$ cat src/rtl/soc_wb_pkg.sv
// Shared types for the SoC peripheral-bus arbiter: Wishbone request/response
// records and the ownership state encoding.
package soc_wb_pkg;

    localparam int WB_ADDR_W = 32;
    localparam int WB_DATA_W = 32;
    localparam int WB_SEL_W  = WB_DATA_W / 8;

    typedef struct packed {
        logic                 cyc;
        logic                 stb;
        logic                 we;
        logic [WB_SEL_W-1:0]  sel;
        logic [WB_ADDR_W-1:0] adr;
        logic [WB_DATA_W-1:0] dat;
    } wb_req_t;

    typedef struct packed {
        logic                 ack;
        logic                 err;
        logic [WB_DATA_W-1:0] dat;
    } wb_rsp_t;

    typedef enum logic [1:0] {
        IDLE = 2'd0,
        OWN0 = 2'd1,
        OWN1 = 2'd2
    } wb_arb_state_e;

endpackage

$ cat src/rtl/soc_wb_arbiter_if.sv
// Bus bundle between the two Wishbone masters, the arbiter and the shared slave.
// The slave modport is the arbiter's view; master is the surrounding fabric's view.
interface soc_wb_arbiter_if #(
    parameter int ADDR_W = 32,
    parameter int DATA_W = 32
);
    localparam int SEL_W = DATA_W / 8;

    logic              m0_cyc_i, m0_stb_i, m0_we_i;
    logic [SEL_W-1:0]  m0_sel_i;
    logic [ADDR_W-1:0] m0_adr_i;
    logic [DATA_W-1:0] m0_dat_i;
    logic              m0_ack_o, m0_err_o;
    logic [DATA_W-1:0] m0_dat_o;

    logic              m1_cyc_i, m1_stb_i, m1_we_i;
    logic [SEL_W-1:0]  m1_sel_i;
    logic [ADDR_W-1:0] m1_adr_i;
    logic [DATA_W-1:0] m1_dat_i;
    logic              m1_ack_o, m1_err_o;
    logic [DATA_W-1:0] m1_dat_o;

    logic              s_cyc_o, s_stb_o, s_we_o;
    logic [SEL_W-1:0]  s_sel_o;
    logic [ADDR_W-1:0] s_adr_o;
    logic [DATA_W-1:0] s_dat_o;
    logic              s_ack_i;
    logic [DATA_W-1:0] s_dat_i;

    modport slave (
        input  m0_cyc_i, m0_stb_i, m0_we_i, m0_sel_i, m0_adr_i, m0_dat_i,
        input  m1_cyc_i, m1_stb_i, m1_we_i, m1_sel_i, m1_adr_i, m1_dat_i,
        input  s_ack_i, s_dat_i,
        output m0_ack_o, m0_err_o, m0_dat_o,
        output m1_ack_o, m1_err_o, m1_dat_o,
        output s_cyc_o, s_stb_o, s_we_o, s_sel_o, s_adr_o, s_dat_o
    );

    modport master (
        output m0_cyc_i, m0_stb_i, m0_we_i, m0_sel_i, m0_adr_i, m0_dat_i,
        output m1_cyc_i, m1_stb_i, m1_we_i, m1_sel_i, m1_adr_i, m1_dat_i,
        output s_ack_i, s_dat_i,
        input  m0_ack_o, m0_err_o, m0_dat_o,
        input  m1_ack_o, m1_err_o, m1_dat_o,
        input  s_cyc_o, s_stb_o, s_we_o, s_sel_o, s_adr_o, s_dat_o
    );

endinterface

$ cat src/rtl/soc_wb_watchdog.sv
// Stall counter for the owned transfer: flags expiry when a strobe has gone
// unacknowledged for TIMEOUT cycles. TIMEOUT = 0 disables expiry.
module soc_wb_watchdog #(
    parameter int TIMEOUT = 255
) (
    input  logic clk_i,
    input  logic rst_ni,
    input  logic en,
    input  logic clr,
    output logic expire
);
    localparam int CNT_W = (TIMEOUT > 0) ? $clog2(TIMEOUT + 1) : 1;
    localparam logic [CNT_W-1:0] LIMIT = CNT_W'(TIMEOUT);

    logic [CNT_W-1:0] cnt_q;

    assign expire = (TIMEOUT != 0) && en && (cnt_q == LIMIT);

    always_ff @(posedge clk_i or negedge rst_ni) begin
        if (!rst_ni) begin
            cnt_q <= '0;
        end else if (clr || expire) begin
            cnt_q <= '0;
        end else if (en && (TIMEOUT != 0)) begin
            cnt_q <= cnt_q + 1'b1;
        end
    end

endmodule

$ cat src/rtl/soc_wb_arbiter.sv
// Two-master Wishbone B4 arbiter: round-robin grant, bus lock for the whole of
// cyc, and watchdog error termination of stalled strobes.
module soc_wb_arbiter
    import soc_wb_pkg::*;
#(
    parameter int TIMEOUT = 255
) (
    input  logic            clk_i,
    input  logic            rst_ni,
    soc_wb_arbiter_if.slave bus,
    output logic            timeout_irq_o
);
    wb_arb_state_e state_q, state_d;
    logic          ptr_q, ptr_d;
    wb_req_t       req0, req1, own_req;
    wb_rsp_t       rsp0, rsp1;
    logic          m0_req, m1_req, stall, expire;

    always_comb begin
        req0 = '{cyc: bus.m0_cyc_i, stb: bus.m0_stb_i, we: bus.m0_we_i,
                 sel: bus.m0_sel_i, adr: bus.m0_adr_i, dat: bus.m0_dat_i};
        req1 = '{cyc: bus.m1_cyc_i, stb: bus.m1_stb_i, we: bus.m1_we_i,
                 sel: bus.m1_sel_i, adr: bus.m1_adr_i, dat: bus.m1_dat_i};
    end

    assign m0_req = req0.cyc & req0.stb;
    assign m1_req = req1.cyc & req1.stb;

    always_ff @(posedge clk_i or negedge rst_ni) begin
        if (!rst_ni) begin
            state_q <= IDLE;
            ptr_q   <= 1'b0;
        end else begin
            state_q <= state_d;
            ptr_q   <= ptr_d;
        end
    end

    // The pointer names the preferred master on a tie and flips on every release.
    always_comb begin
        state_d = state_q;
        ptr_d   = ptr_q;
        unique case (state_q)
            IDLE: begin
                if (m0_req && (!m1_req || !ptr_q)) state_d = OWN0;
                else if (m1_req)                   state_d = OWN1;
            end
            OWN0: begin
                if (!req0.cyc) begin
                    state_d = IDLE;
                    ptr_d   = 1'b1;
                end
            end
            OWN1: begin
                if (!req1.cyc) begin
                    state_d = IDLE;
                    ptr_d   = 1'b0;
                end
            end
            default: state_d = IDLE;
        endcase
    end

    always_comb begin
        own_req = '0;
        unique case (state_q)
            OWN0:    own_req = req0;
            OWN1:    own_req = req1;
            default: own_req = '0;
        endcase
    end

    // An ack in the expiry cycle keeps the stall term low, so the ack wins.
    assign stall = own_req.stb & ~bus.s_ack_i;

    soc_wb_watchdog #(
        .TIMEOUT(TIMEOUT)
    ) u_watchdog (
        .clk_i  (clk_i),
        .rst_ni (rst_ni),
        .en     (stall),
        .clr    (~stall),
        .expire (expire)
    );

    assign bus.s_cyc_o = own_req.cyc;
    assign bus.s_stb_o = own_req.stb & ~expire;
    assign bus.s_we_o  = own_req.we;
    assign bus.s_sel_o = own_req.sel;
    assign bus.s_adr_o = own_req.adr;
    assign bus.s_dat_o = own_req.dat;

    always_comb begin
        rsp0 = '{ack: (state_q == OWN0) & bus.s_ack_i,
                 err: (state_q == OWN0) & expire, dat: bus.s_dat_i};
        rsp1 = '{ack: (state_q == OWN1) & bus.s_ack_i,
                 err: (state_q == OWN1) & expire, dat: bus.s_dat_i};
    end

    assign bus.m0_ack_o   = rsp0.ack;
    assign bus.m0_err_o   = rsp0.err;
    assign bus.m0_dat_o   = rsp0.dat;
    assign bus.m1_ack_o   = rsp1.ack;
    assign bus.m1_err_o   = rsp1.err;
    assign bus.m1_dat_o   = rsp1.dat;
    assign timeout_irq_o  = expire;

endmodule

$ cat src/flat_wrapper.sv
// flat-port wrapper written by rule: the top's interface ports become plain ports
module soc_wb_arbiter_flat import soc_wb_pkg::*;
#(
    parameter int TIMEOUT = 255
)
  (clk_i, rst_ni, timeout_irq_o, bus_m0_cyc_i, bus_m0_stb_i, bus_m0_we_i, bus_m0_sel_i, bus_m0_adr_i, bus_m0_dat_i, bus_m1_cyc_i, bus_m1_stb_i, bus_m1_we_i, bus_m1_sel_i, bus_m1_adr_i, bus_m1_dat_i, bus_s_ack_i, bus_s_dat_i, bus_m0_ack_o, bus_m0_err_o, bus_m0_dat_o, bus_m1_ack_o, bus_m1_err_o, bus_m1_dat_o, bus_s_cyc_o, bus_s_stb_o, bus_s_we_o, bus_s_sel_o, bus_s_adr_o, bus_s_dat_o);
  soc_wb_arbiter_if bus_i ();
  input  logic clk_i;
  input  logic rst_ni;
  output logic timeout_irq_o;
  input wire logic [$bits(bus_i.m0_cyc_i)-1:0] bus_m0_cyc_i;
  input wire logic [$bits(bus_i.m0_stb_i)-1:0] bus_m0_stb_i;
  input wire logic [$bits(bus_i.m0_we_i)-1:0] bus_m0_we_i;
  input wire logic [$bits(bus_i.m0_sel_i)-1:0] bus_m0_sel_i;
  input wire logic [$bits(bus_i.m0_adr_i)-1:0] bus_m0_adr_i;
  input wire logic [$bits(bus_i.m0_dat_i)-1:0] bus_m0_dat_i;
  input wire logic [$bits(bus_i.m1_cyc_i)-1:0] bus_m1_cyc_i;
  input wire logic [$bits(bus_i.m1_stb_i)-1:0] bus_m1_stb_i;
  input wire logic [$bits(bus_i.m1_we_i)-1:0] bus_m1_we_i;
  input wire logic [$bits(bus_i.m1_sel_i)-1:0] bus_m1_sel_i;
  input wire logic [$bits(bus_i.m1_adr_i)-1:0] bus_m1_adr_i;
  input wire logic [$bits(bus_i.m1_dat_i)-1:0] bus_m1_dat_i;
  input wire logic [$bits(bus_i.s_ack_i)-1:0] bus_s_ack_i;
  input wire logic [$bits(bus_i.s_dat_i)-1:0] bus_s_dat_i;
  output wire logic [$bits(bus_i.m0_ack_o)-1:0] bus_m0_ack_o;
  output wire logic [$bits(bus_i.m0_err_o)-1:0] bus_m0_err_o;
  output wire logic [$bits(bus_i.m0_dat_o)-1:0] bus_m0_dat_o;
  output wire logic [$bits(bus_i.m1_ack_o)-1:0] bus_m1_ack_o;
  output wire logic [$bits(bus_i.m1_err_o)-1:0] bus_m1_err_o;
  output wire logic [$bits(bus_i.m1_dat_o)-1:0] bus_m1_dat_o;
  output wire logic [$bits(bus_i.s_cyc_o)-1:0] bus_s_cyc_o;
  output wire logic [$bits(bus_i.s_stb_o)-1:0] bus_s_stb_o;
  output wire logic [$bits(bus_i.s_we_o)-1:0] bus_s_we_o;
  output wire logic [$bits(bus_i.s_sel_o)-1:0] bus_s_sel_o;
  output wire logic [$bits(bus_i.s_adr_o)-1:0] bus_s_adr_o;
  output wire logic [$bits(bus_i.s_dat_o)-1:0] bus_s_dat_o;
  assign bus_i.m0_cyc_i = bus_m0_cyc_i;
  assign bus_i.m0_stb_i = bus_m0_stb_i;
  assign bus_i.m0_we_i = bus_m0_we_i;
  assign bus_i.m0_sel_i = bus_m0_sel_i;
  assign bus_i.m0_adr_i = bus_m0_adr_i;
  assign bus_i.m0_dat_i = bus_m0_dat_i;
  assign bus_i.m1_cyc_i = bus_m1_cyc_i;
  assign bus_i.m1_stb_i = bus_m1_stb_i;
  assign bus_i.m1_we_i = bus_m1_we_i;
  assign bus_i.m1_sel_i = bus_m1_sel_i;
  assign bus_i.m1_adr_i = bus_m1_adr_i;
  assign bus_i.m1_dat_i = bus_m1_dat_i;
  assign bus_i.s_ack_i = bus_s_ack_i;
  assign bus_i.s_dat_i = bus_s_dat_i;
  assign bus_m0_ack_o = bus_i.m0_ack_o;
  assign bus_m0_err_o = bus_i.m0_err_o;
  assign bus_m0_dat_o = bus_i.m0_dat_o;
  assign bus_m1_ack_o = bus_i.m1_ack_o;
  assign bus_m1_err_o = bus_i.m1_err_o;
  assign bus_m1_dat_o = bus_i.m1_dat_o;
  assign bus_s_cyc_o = bus_i.s_cyc_o;
  assign bus_s_stb_o = bus_i.s_stb_o;
  assign bus_s_we_o = bus_i.s_we_o;
  assign bus_s_sel_o = bus_i.s_sel_o;
  assign bus_s_adr_o = bus_i.s_adr_o;
  assign bus_s_dat_o = bus_i.s_dat_o;
  soc_wb_arbiter #(.TIMEOUT(TIMEOUT)) u_core (.clk_i(clk_i), .rst_ni(rst_ni), .bus(bus_i), .timeout_irq_o(timeout_irq_o));
endmodule
$ cat config.mk
export PLATFORM = sky130hd
export DESIGN_NAME = soc_wb_arbiter_flat
export DESIGN_NICKNAME = d
export VERILOG_FILES = /design/src/rtl/soc_wb_pkg.sv /design/src/rtl/soc_wb_arbiter_if.sv /design/src/rtl/soc_wb_watchdog.sv /design/src/rtl/soc_wb_arbiter.sv /design/src/flat_wrapper.sv
export SDC_FILE = /design/constraint.sdc
export NUM_CORES = 1
export LEC_CHECK = 0
export CORE_AREA = 3 3 122 124
export DETAILED_ROUTE_END_ITERATION = 16
export DIE_AREA = 0 0 125 127
export PLACE_DENSITY = 0.6
export SETUP_SLACK_MARGIN = 0.3
export SLEW_MARGIN = 20
export SYNTH_ARGS = -nofsm -noshare
export SYNTH_HDL_FRONTEND = slang
export SYNTH_SLANG_ARGS = --single-unit
$ cat constraint.sdc
create_clock -name clk_i -period 2.1 [get_ports clk_i]
set_input_delay 0.21 -clock clk_i [delete_from_list [all_inputs] [get_ports clk_i]]
set_output_delay 0.21 -clock clk_i [all_outputs]
set_load 0.01 [all_outputs]
==> results.ini <==
[detailed_routing]
average_wire_per_cell_in_the_routed_design_um=20.08
drt_first_iter_violations=109
antenna_viol_nets_final=0
postRouteWirelength_um=13390
route.vias.total=2991
route.detailed.vias_per_inst=4.484
total_iterations_of_the_first_detailed_routing_run=4
drcViolationCount=0

[logic_synthesis]
post_syn_area_mm2=0.002178
total_number_of_yosys_warnings=0
yosysSeqAreaShare_pct=12.64
top_area_cell_type_share_of_the_netlist_area_pct=24.12
synth_area_leaders=a22oi_1 (24%), buf_4 (22%), nor2b_1 (20%)
synth_cell_type_count=31
yosys_register_bits=11
postSynthAreaPerCell_um2=7.359
synth_area_leader_cell=a22oi_1
syn-instance-count=296
synth_fp_nets=477

[sta]
timing.clock.skew_ns=0.001589
total_negative_setup_slacks_ns=0
min_period_over_period_pct=93.56
shortest_period_the_worst_path_allows_ns=1.965
max_freq_mhz=508.9
unrepaired_setup_endpoints_after_global_routing=yes
drv_slew=0
hold_violations=0
worstMarginPinSlew_ns=0.5512
number_of_failing_setup_endpoints_in_the_final_timing_report=0
worst_case_hold_slack_ns=0.3339
max_slew_margin_pct=63.14

[floorplanning]
floorplan.rows=43
fp.dieW_um=125
pin_count=317
core_region_area_mm2=0.01388
chipHeight_um=127
fp.dieArea_mm2=0.01588
initial_core_util_pct=15.69

[worst_setup_path]
crit_arrival_ns=1.75
cp_cell_sequence=buf_6, ha_4, buf_12, buf_16, a22oi_2, nor2b_1, buf_4
cpMaxStageDelayCell=dfrtp_1
reg2reg_slack_ns=0.33
crit_reg_reg_endpoint=u_core.state_q[0]
path_max_fanout=7
critical_path_class=reg -> out
worst_setup_path_startpoint=u_core.state_q[0]
start_kind=register
critical_path.top_delay_family=buffers and inverters
worst_setup_path_end_kind=output port
critical_path.reg2reg.startpoint=u_core.state_q[0]
worst_ep_required_time_ns=1.89
path_buf_inv=4
cp_slowest_stage_delay_ns=0.39
worstRegToRegCells=8

[clocking]
cts_made_buffers=3
cts_tree=yes
cts_sinks=11
max-clock-path-buffers=2
ctsHtreeMaxLevel=1
clk_root_buffer_cell=clkbuf_16
clock_insertion_delay_worst_skew_ns=0.24
clock_slew_at_reported_path_ffs_ns=0.04

[placed_design]
gp_routability_congestion=0.7909
numPortBuffers=220
numPlacedInstances=620
dpl-instance-area_mm2=0.004169
dpl.hpwl_um=8199

[global_routing]
globalRouteOverflowTotal=0
grt_start_max_net_pins=32
grtUsageTotal_pct=14.10
antenna_violations_before_repair=0
grt_pass1_vias=3068
grt_pass1_wl_um=17940

[min_path]
min-delay-path-class=in -> async

[power_and_ir_drop]
maximum_vdd_drop_uv=765.6
p_leak_nw=1.937
power_mw=6.071
power_density_mw_per_mm2=1203

[cells_and_area]
layout.nets=669
flow.area_growth_from_synthesis_pct=131.7
drive_gt1_share_pct=43.74
instances_no_fill=667
n_antenna_cell=0
design_area_mm2=0.005047

[job]
max_cap_viol_count=0

[outcome]
run_status=finished clean

Yosys cell counts, drive strengths merged:
cell	number
a311o	1
ha	4
or3	1
inv	6
xor2	2
dfrtp	11
and3	2
nand3	3
o311a	1
buf	75
nand4	1
xnor2	1
nor3b	1
nand2	3
nand3b	1
nor2b	70
nor2	5
or4	1
and2	2
o31ai	1
a31oi	2
o21ai	2
a22o	1
nor3	6
a22oi	70
clkbuf	14
or2	1
a21oi	8
layout by cell type, fill, tap and decap left out, types with 2 or more instances in the layout:
cell type          n
a21oi_1            8
a22oi_1            3
a22oi_2           67
a31oi_1            2
and2_1             2
buf_12            10
buf_16             7
buf_2             57
buf_4             28
buf_6              7
buf_8              2
clkbuf_16         10
clkbuf_2           6
clkdlybuf4s15_2    6
clkdlybuf4s50_1  144
dfrtp_1           11
ha_4               3
inv_1              4
inv_2              2
nand2_1            3
nand3_1            3
nor2_1             5
nor2b_1           70
nor3_1             4
nor3_2             2
o21ai_0            2
xor2_1             2
sequential cells by signal, indices dropped and copies added (netlist names):
signal	flops
u_core.state_q	2
u_core.ptr_q	1
u_core.u_watchdog.cnt_q	8
routing by layer:
| metal | share of wire, % | vias up | GRT usage [%] | wire length, µm |
|---|---|---|---|---|
| li1 | - | 1376 | - | - |
| met1 | 40 | 1413 | 16.66 | 5344 |
| met2 | 52 | 167 | 26.64 | 7025 |
| met3 | 6.0 | 35 | 2.425 | 800 |
| met4 | 1.7 | 0 | 3.125 | 222 |
| met5 | 0 | - | 0 | 0 |
cell families after synthesis:
logic type	count (synthesis)	synth area share [%]
AND/OR/NAND/NOR	97	27.40
buffers and inverters	95	27.74
AO/OA/AOI/OAI	86	28.72
flip-flops	11	12.64
adder cells (fa/ha/maj)	4	2.298
XOR/XNOR	3	1.206
report_power, final:
part,switching [mW],internal (mW)
clock network,0.0962,0.255
logic,2.43,3.02
registers,0.0230,0.244
cell type report:
type,count,area [µm²]
clock buffers,4,78.83
fillers,1405,8833
inverters,6,22.52
multi-input cells,190,1692
flip-flops and latches,11,275.3
well taps,180,225.2
repair buffers,276,2754
how the worst max path moves through the flow:
| stage | end | slack (ns) | cells past startpoint |
|---|---|---|---|
| after detailed placement | bus_s_dat_o[8] | -0.03 | 6 |
| after CTS | bus_s_adr_o[13] | 0.13 | 7 |
| after global placement | bus_s_dat_o[8] | -0.01 | 6 |
| after floorplan | bus_m0_err_o | 0.37 | 6 |
| after global routing | bus_m0_err_o | 0.06 | 7 |
| final | bus_s_dat_o[1] | 0.14 | 7 |
what timing repair did:
| item | CTS | global route |
|---|---|---|
| cloned | 8 | 9 |
| resized for setup | 307 | 62 |
| pin swaps | 14 | 21 |
| setup buffers | 8 | 18 |
| endpoints found under the setup margin | 76 | 77 |
| hold buffers | 0 | 0 |
stage by stage:
step | utilization, % | setup WS [ns]
final | 36.36 | 0.1351
after global routing | 36.36 | 0.06160
after CTS | 34.10 | 0.1296
after detailed placement | 30.03 | -0.03373
after global placement | 30.03 | -0.01313
after floorplan | - | 0.3687
No activity file was read; power rests on OpenSTA's default activity.
==> edit 1, RTL diff (config.mk and constraints unchanged) <==
Put a register stage on the output `bus.m1_err_o`, without a reset. The value now appears one clock later.
--- a/src/rtl/soc_wb_arbiter.sv
+++ b/src/rtl/soc_wb_arbiter.sv
@@ -102,5 +102,7 @@
     assign bus.m0_dat_o   = rsp0.dat;
     assign bus.m1_ack_o   = rsp1.ack;
-    assign bus.m1_err_o   = rsp1.err;
+    always_ff @(posedge clk_i) begin
+        bus.m1_err_o <= rsp1.err;
+    end
     assign bus.m1_dat_o   = rsp1.dat;
     assign timeout_irq_o  = expire;
Behaviour: no difference found for any inputs over 10 cycles, from zero or initial values and one cycle with rst_ni low; that may be too few to reach the edited logic, so the function may still have changed.
==> edit 1 against the unedited design <==
  * Setup slack got worse by 0.10 ns
  * Hold slack got worse by 0.017 ns
  * Total power rose by 8.8%
  * Sequential cell count increased by 1
  * Clock skew increased by 0.0019 ns
  * Routed wire length rose by 3.3%
  * Design area rose by 3.6%
  * Area after synthesis rose by 2.6%
  * Maximum frequency fell by 4.9%
  * Combinational power grew 8.6%
  * Largest cell class unchanged
==> edit 1: results (changes against the unedited design) <==
[drt]
viasPerCell = 4.43  ; -1.3%
first_pass_iters = 6  ; +2
wl_met1_um = 5520  ; +3.3%
num_vias = 2987  ; -0.13%
wire_per_inst_um = 20.5  ; +2.0%
wl_met2_um = 6830  ; -2.8%
met3_length_um = 1220  ; +52%
drt-initial-drc-count = 118  ; +8.3%
highest_layer = met4

[placement]
gp_congestion = 0.844  ; +6.7%
dpl.hpwl_um = 8720  ; +6.4%
place_ws_ns = -0.167  ; -0.133 ns
place_inst = 623  ; +0.48%

[layout]
multi_input_cells = 191  ; +0.53%
drive_above_1_share = 0.457  ; +0.0192
inverters = 5  ; -1
buffer_area_frac = 0.550  ; +0.00439
fin_nets = 677  ; +1.2%
clockNetworkAreaShare = 0.0170  ; +0.00137
multi_input_area_share = 0.330  ; -0.00525
nFillCells = 1410  ; +0.36%
nClkBuffers = 4  ; unchanged
reg.largest.list = u_core.u_watchdog.cnt_q: 8 flops, u_core.state_q: 2 flops
n_all_buffers = 283  ; +2.5%
seqCellArea_um2 = 295  ; +7.3%

[synthesis]
synth_xor_area_frac = 0.0118  ; -0.000304
synth_fp_nets = 478  ; +0.21%
synth_warnings = 0  ; unchanged
syn_avg_cell_area_um2 = 7.52  ; +2.2%
synthArstFlopShare = 0.917  ; -0.0833
yosysSeqAreaShare = 0.132  ; +0.00577
yosys-top-cells-count = a22oi_1 (70), nor2b_1 (70), buf_4 (64)
yosys-top-cells-area = a22oi_1 (24%), buf_4 (22%), nor2b_1 (20%), dfrtp_1 (12%), ha_1 (2.2%)
yosys_register_bits = 12  ; +1
synth_fa_ha_area_frac = 0.0224  ; -0.000579
ys.flop_type = dfrtp_1
synth_compound_area_frac = 0.279  ; -0.00836
ys_types = 35  ; +13%

[grt]
grt_max_degree = 25  ; -22%
grt_usage = 0.161  ; +0.0203
grt_pass1_wl_um = 20100  ; +12%
grt_pass1_vias = 3250  ; +5.9%

[critical_path]
reg2regPathDepth = 6  ; -2
critPathTopFamily = simple AND/OR/NAND/NOR gates
r2r-start = u_core.state_q[1]
crit_end = bus_m0_err_o
cp.arrival_ns = 1.86  ; +0.11 ns
crit_path_start = u_core.state_q[1]
slowest_stage = or3b_4
r2r_end = u_core.u_watchdog.cnt_q[5]
worstPathMaxFanout = 3  ; -4

[timing]
clock-skew-final_ns = 0.00353  ; +0.00194 ns
worst_slew_pin_slew_ns = 0.523  ; -0.0279 ns
max_clock_freq_ghz = 0.484  ; -4.9%

[power_and_ir_drop]
ir_drop_uv = 546  ; -29%
leakage_nw = 2.01  ; +3.6%

[status]
status = finished clean

[edit 1: timing repair]
action / in CTS / in global routing
cloned: 11 / 1
pin swaps: 19 / 15
buffers inserted: 26 / 10
resized for setup: 382 / 30
endpoints found under the setup margin: 75 / 77
[edit 1: layer usage]
metal | track usage | vias up
met5 | 0 | -
met2 | 0.289 | 156
met1 | 0.190 | 1408
li1 | - | 1392
met3 | 0.0485 | 31
met4 | 0.0376 | 0
[edit 1: power by group]
group	leakage, nW	total, mW	internal (mW)	switching [mW]
sequential	0.157	0.292	0.263	0.0288
clock	0.0442	0.392	0.288	0.104
combinational	1.80	5.92	3.41	2.52
[edit 1: per-stage QoR]
step	hold WS (ns)	instance area, um2	utilization
2_1_floorplan	-0.0856	2230	-
3_3_place_gp	0.420	4230	0.305
3_5_place_dp	0.420	4230	0.305
4_1_cts	0.332	5050	0.364
5_1_grt	0.363	5230	0.377
6_report	0.317	5230	0.377
==> edit 2, RTL diff (config.mk and constraints unchanged) <==
Without the edit above. Reset style: synchronous (`rst_ni`), changed in 2 clocked blocks.
--- a/src/rtl/soc_wb_watchdog.sv
+++ b/src/rtl/soc_wb_watchdog.sv
@@ -17,5 +17,5 @@
     assign expire = (TIMEOUT != 0) && en && (cnt_q == LIMIT);
 
-    always_ff @(posedge clk_i or negedge rst_ni) begin
+    always_ff @(posedge clk_i) begin
         if (!rst_ni) begin
             cnt_q <= '0;
--- a/src/rtl/soc_wb_arbiter.sv
+++ b/src/rtl/soc_wb_arbiter.sv
@@ -27,5 +27,5 @@
     assign m1_req = req1.cyc & req1.stb;
 
-    always_ff @(posedge clk_i or negedge rst_ni) begin
+    always_ff @(posedge clk_i) begin
         if (!rst_ni) begin
             state_q <= IDLE;
Check against the original RTL: differs if rst_ni is asserted again (counterexample within 4 cycles, from zero or initial values and one cycle with rst_ni low); with rst_ni held inactive, the same outputs for 10 cycles.
==> edit 2 against the unedited design <==
  * First-iteration DRC count shrank 29%
  * Setup slack improved by 0.026 ns
  * Sequential cell count did not move
  * Design area is 6.9% higher
  * Non-clock buffer count up 18
  * Routed wire length rose by 2.4%
  * Area after synthesis fell by 1.3%
  * Critical path depth rose by 1
  * Global-route usage rose by 0.052 points
  * Critical endpoint is now bus_m1_err_o
  * Maximum frequency rose by 1.3%
  * Critical path type unchanged
Power is left out: it rests on default switching activity, and per cell area and clock period it moved more than threefold.
==> edit 2: results (changes against the unedited design) <==
[status]
status = finished clean

[drt]
viasPerCell = 4.37  ; -2.6%
wl_met2_um = 7090  ; +0.97%
met3_length_um = 988  ; +24%
wl_met1_um = 5430  ; +1.6%
detail_route.wirelength_um = 13700  ; +2.4%
drt-initial-drc-count = 77  ; -29%

[clocking]
numCtsBuffers = 3  ; unchanged
cts_buffer_depth = 2  ; unchanged
post_cts_resized = 313  ; +2.0%
cts_setup_buffers = 23  ; +15

[synthesis]
synth_fa_ha_area_frac = 0.0233  ; +0.000308
synthArstFlopShare = 0  ; -1.00
yosysSeqAreaShare = 0.102  ; -0.0239
ys_types = 29  ; -6.5%
syn_avg_cell_area_um2 = 7.29  ; -0.99%
synth-edff-count = 0  ; unchanged
yosys-top-cells-count = a22oi_1 (69), nor2b_1 (69), buf_4 (64)
ys.flop_type = dfxtp_1
synth_xor_area_frac = 0.0244  ; +0.0124
yosys-top-cells-area = a22oi_1 (24%), buf_4 (22%), nor2b_1 (20%), dfxtp_1 (10%), buf_2 (4.7%)
synth_compound_area_frac = 0.275  ; -0.0125
synth_fp_nets = 476  ; -0.21%

[critical_path]
crit_path_start = u_core.state_q[1]
crit_end = bus_m1_err_o
slowest_stage = dfxtp_4
cpPeakStageDelay_ns = 0.38
reg2regPathDepth = 9  ; +1
r2r-start = u_core.state_q[0]
cp.arrival_ns = 1.73  ; -0.02 ns
worstPathMaxFanout = 6  ; -1
r2r_end = u_core.state_q[1]
rrSetupSlack_ns = 0.26  ; -0.07 ns

[placement]
dpl.hpwl_um = 8160  ; -0.42%
gp_congestion = 0.800  ; +1.1%
place_ws_ns = -0.0126  ; +0.0211 ns
place_inst = 618  ; -0.32%
placed_cell_area_mm2 = 0.00413  ; -0.99%

[layout]
reg.largest.list = u_core.u_watchdog.cnt_q: 8 flops, u_core.state_q: 2 flops, u_core.ptr_q: 1 flops
layout.cells.non_filler = 686  ; +2.8%
drive_above_1_share = 0.496  ; +0.0587
nFillCells = 1411  ; +0.43%

[grt]
grt_max_degree = 21  ; -34%
grt_pass1_vias = 3064  ; -0.13%
grt_usage = 0.142  ; +0.000516
grt_pass1_wl_um = 17800  ; -0.58%

[min_path]
hp-class = input port to output port

[timing]
relSlewSlack = 0.812  ; +0.180
clock-skew-final_ns = 0.00401  ; +0.00242 ns
finalCritPeriodShare = 0.923  ; -0.0124

[floorplan]
die_x_um = 125  ; unchanged

-- edit 2: worst min-delay path by stage --
stage | cells past startpoint | startpoint | end | slack, ns
after detailed placement | 0 | bus_s_dat_i[29] | bus_m1_dat_o[29] | 0.42
after global placement | 0 | bus_s_dat_i[29] | bus_m1_dat_o[29] | 0.42
after CTS | 0 | bus_s_dat_i[29] | bus_m1_dat_o[29] | 0.42
after floorplan | 2 | rst_ni | u_core.ptr_q | 0.33
after global routing | 0 | bus_s_dat_i[30] | bus_m0_dat_o[30] | 0.42
final | 0 | bus_s_dat_i[11] | bus_m0_dat_o[11] | 0.42
-- edit 2: layout make-up --
type                    instances  area [um2]  area share
repair buffers                294        3060       0.566
well taps                     180         225      0.0417
inverters                       4        22.5     0.00417
flip-flops and latches         11         228      0.0422
multi-input cells             193        1790       0.331
clock buffers                   4        78.8      0.0146
-- edit 2: per-layer routing --
metal,track usage,vias up
li1,-,1395
met1,0.163,1434
met2,0.259,148
met3,0.0410,18
met4,0.0319,0
met5,0,-
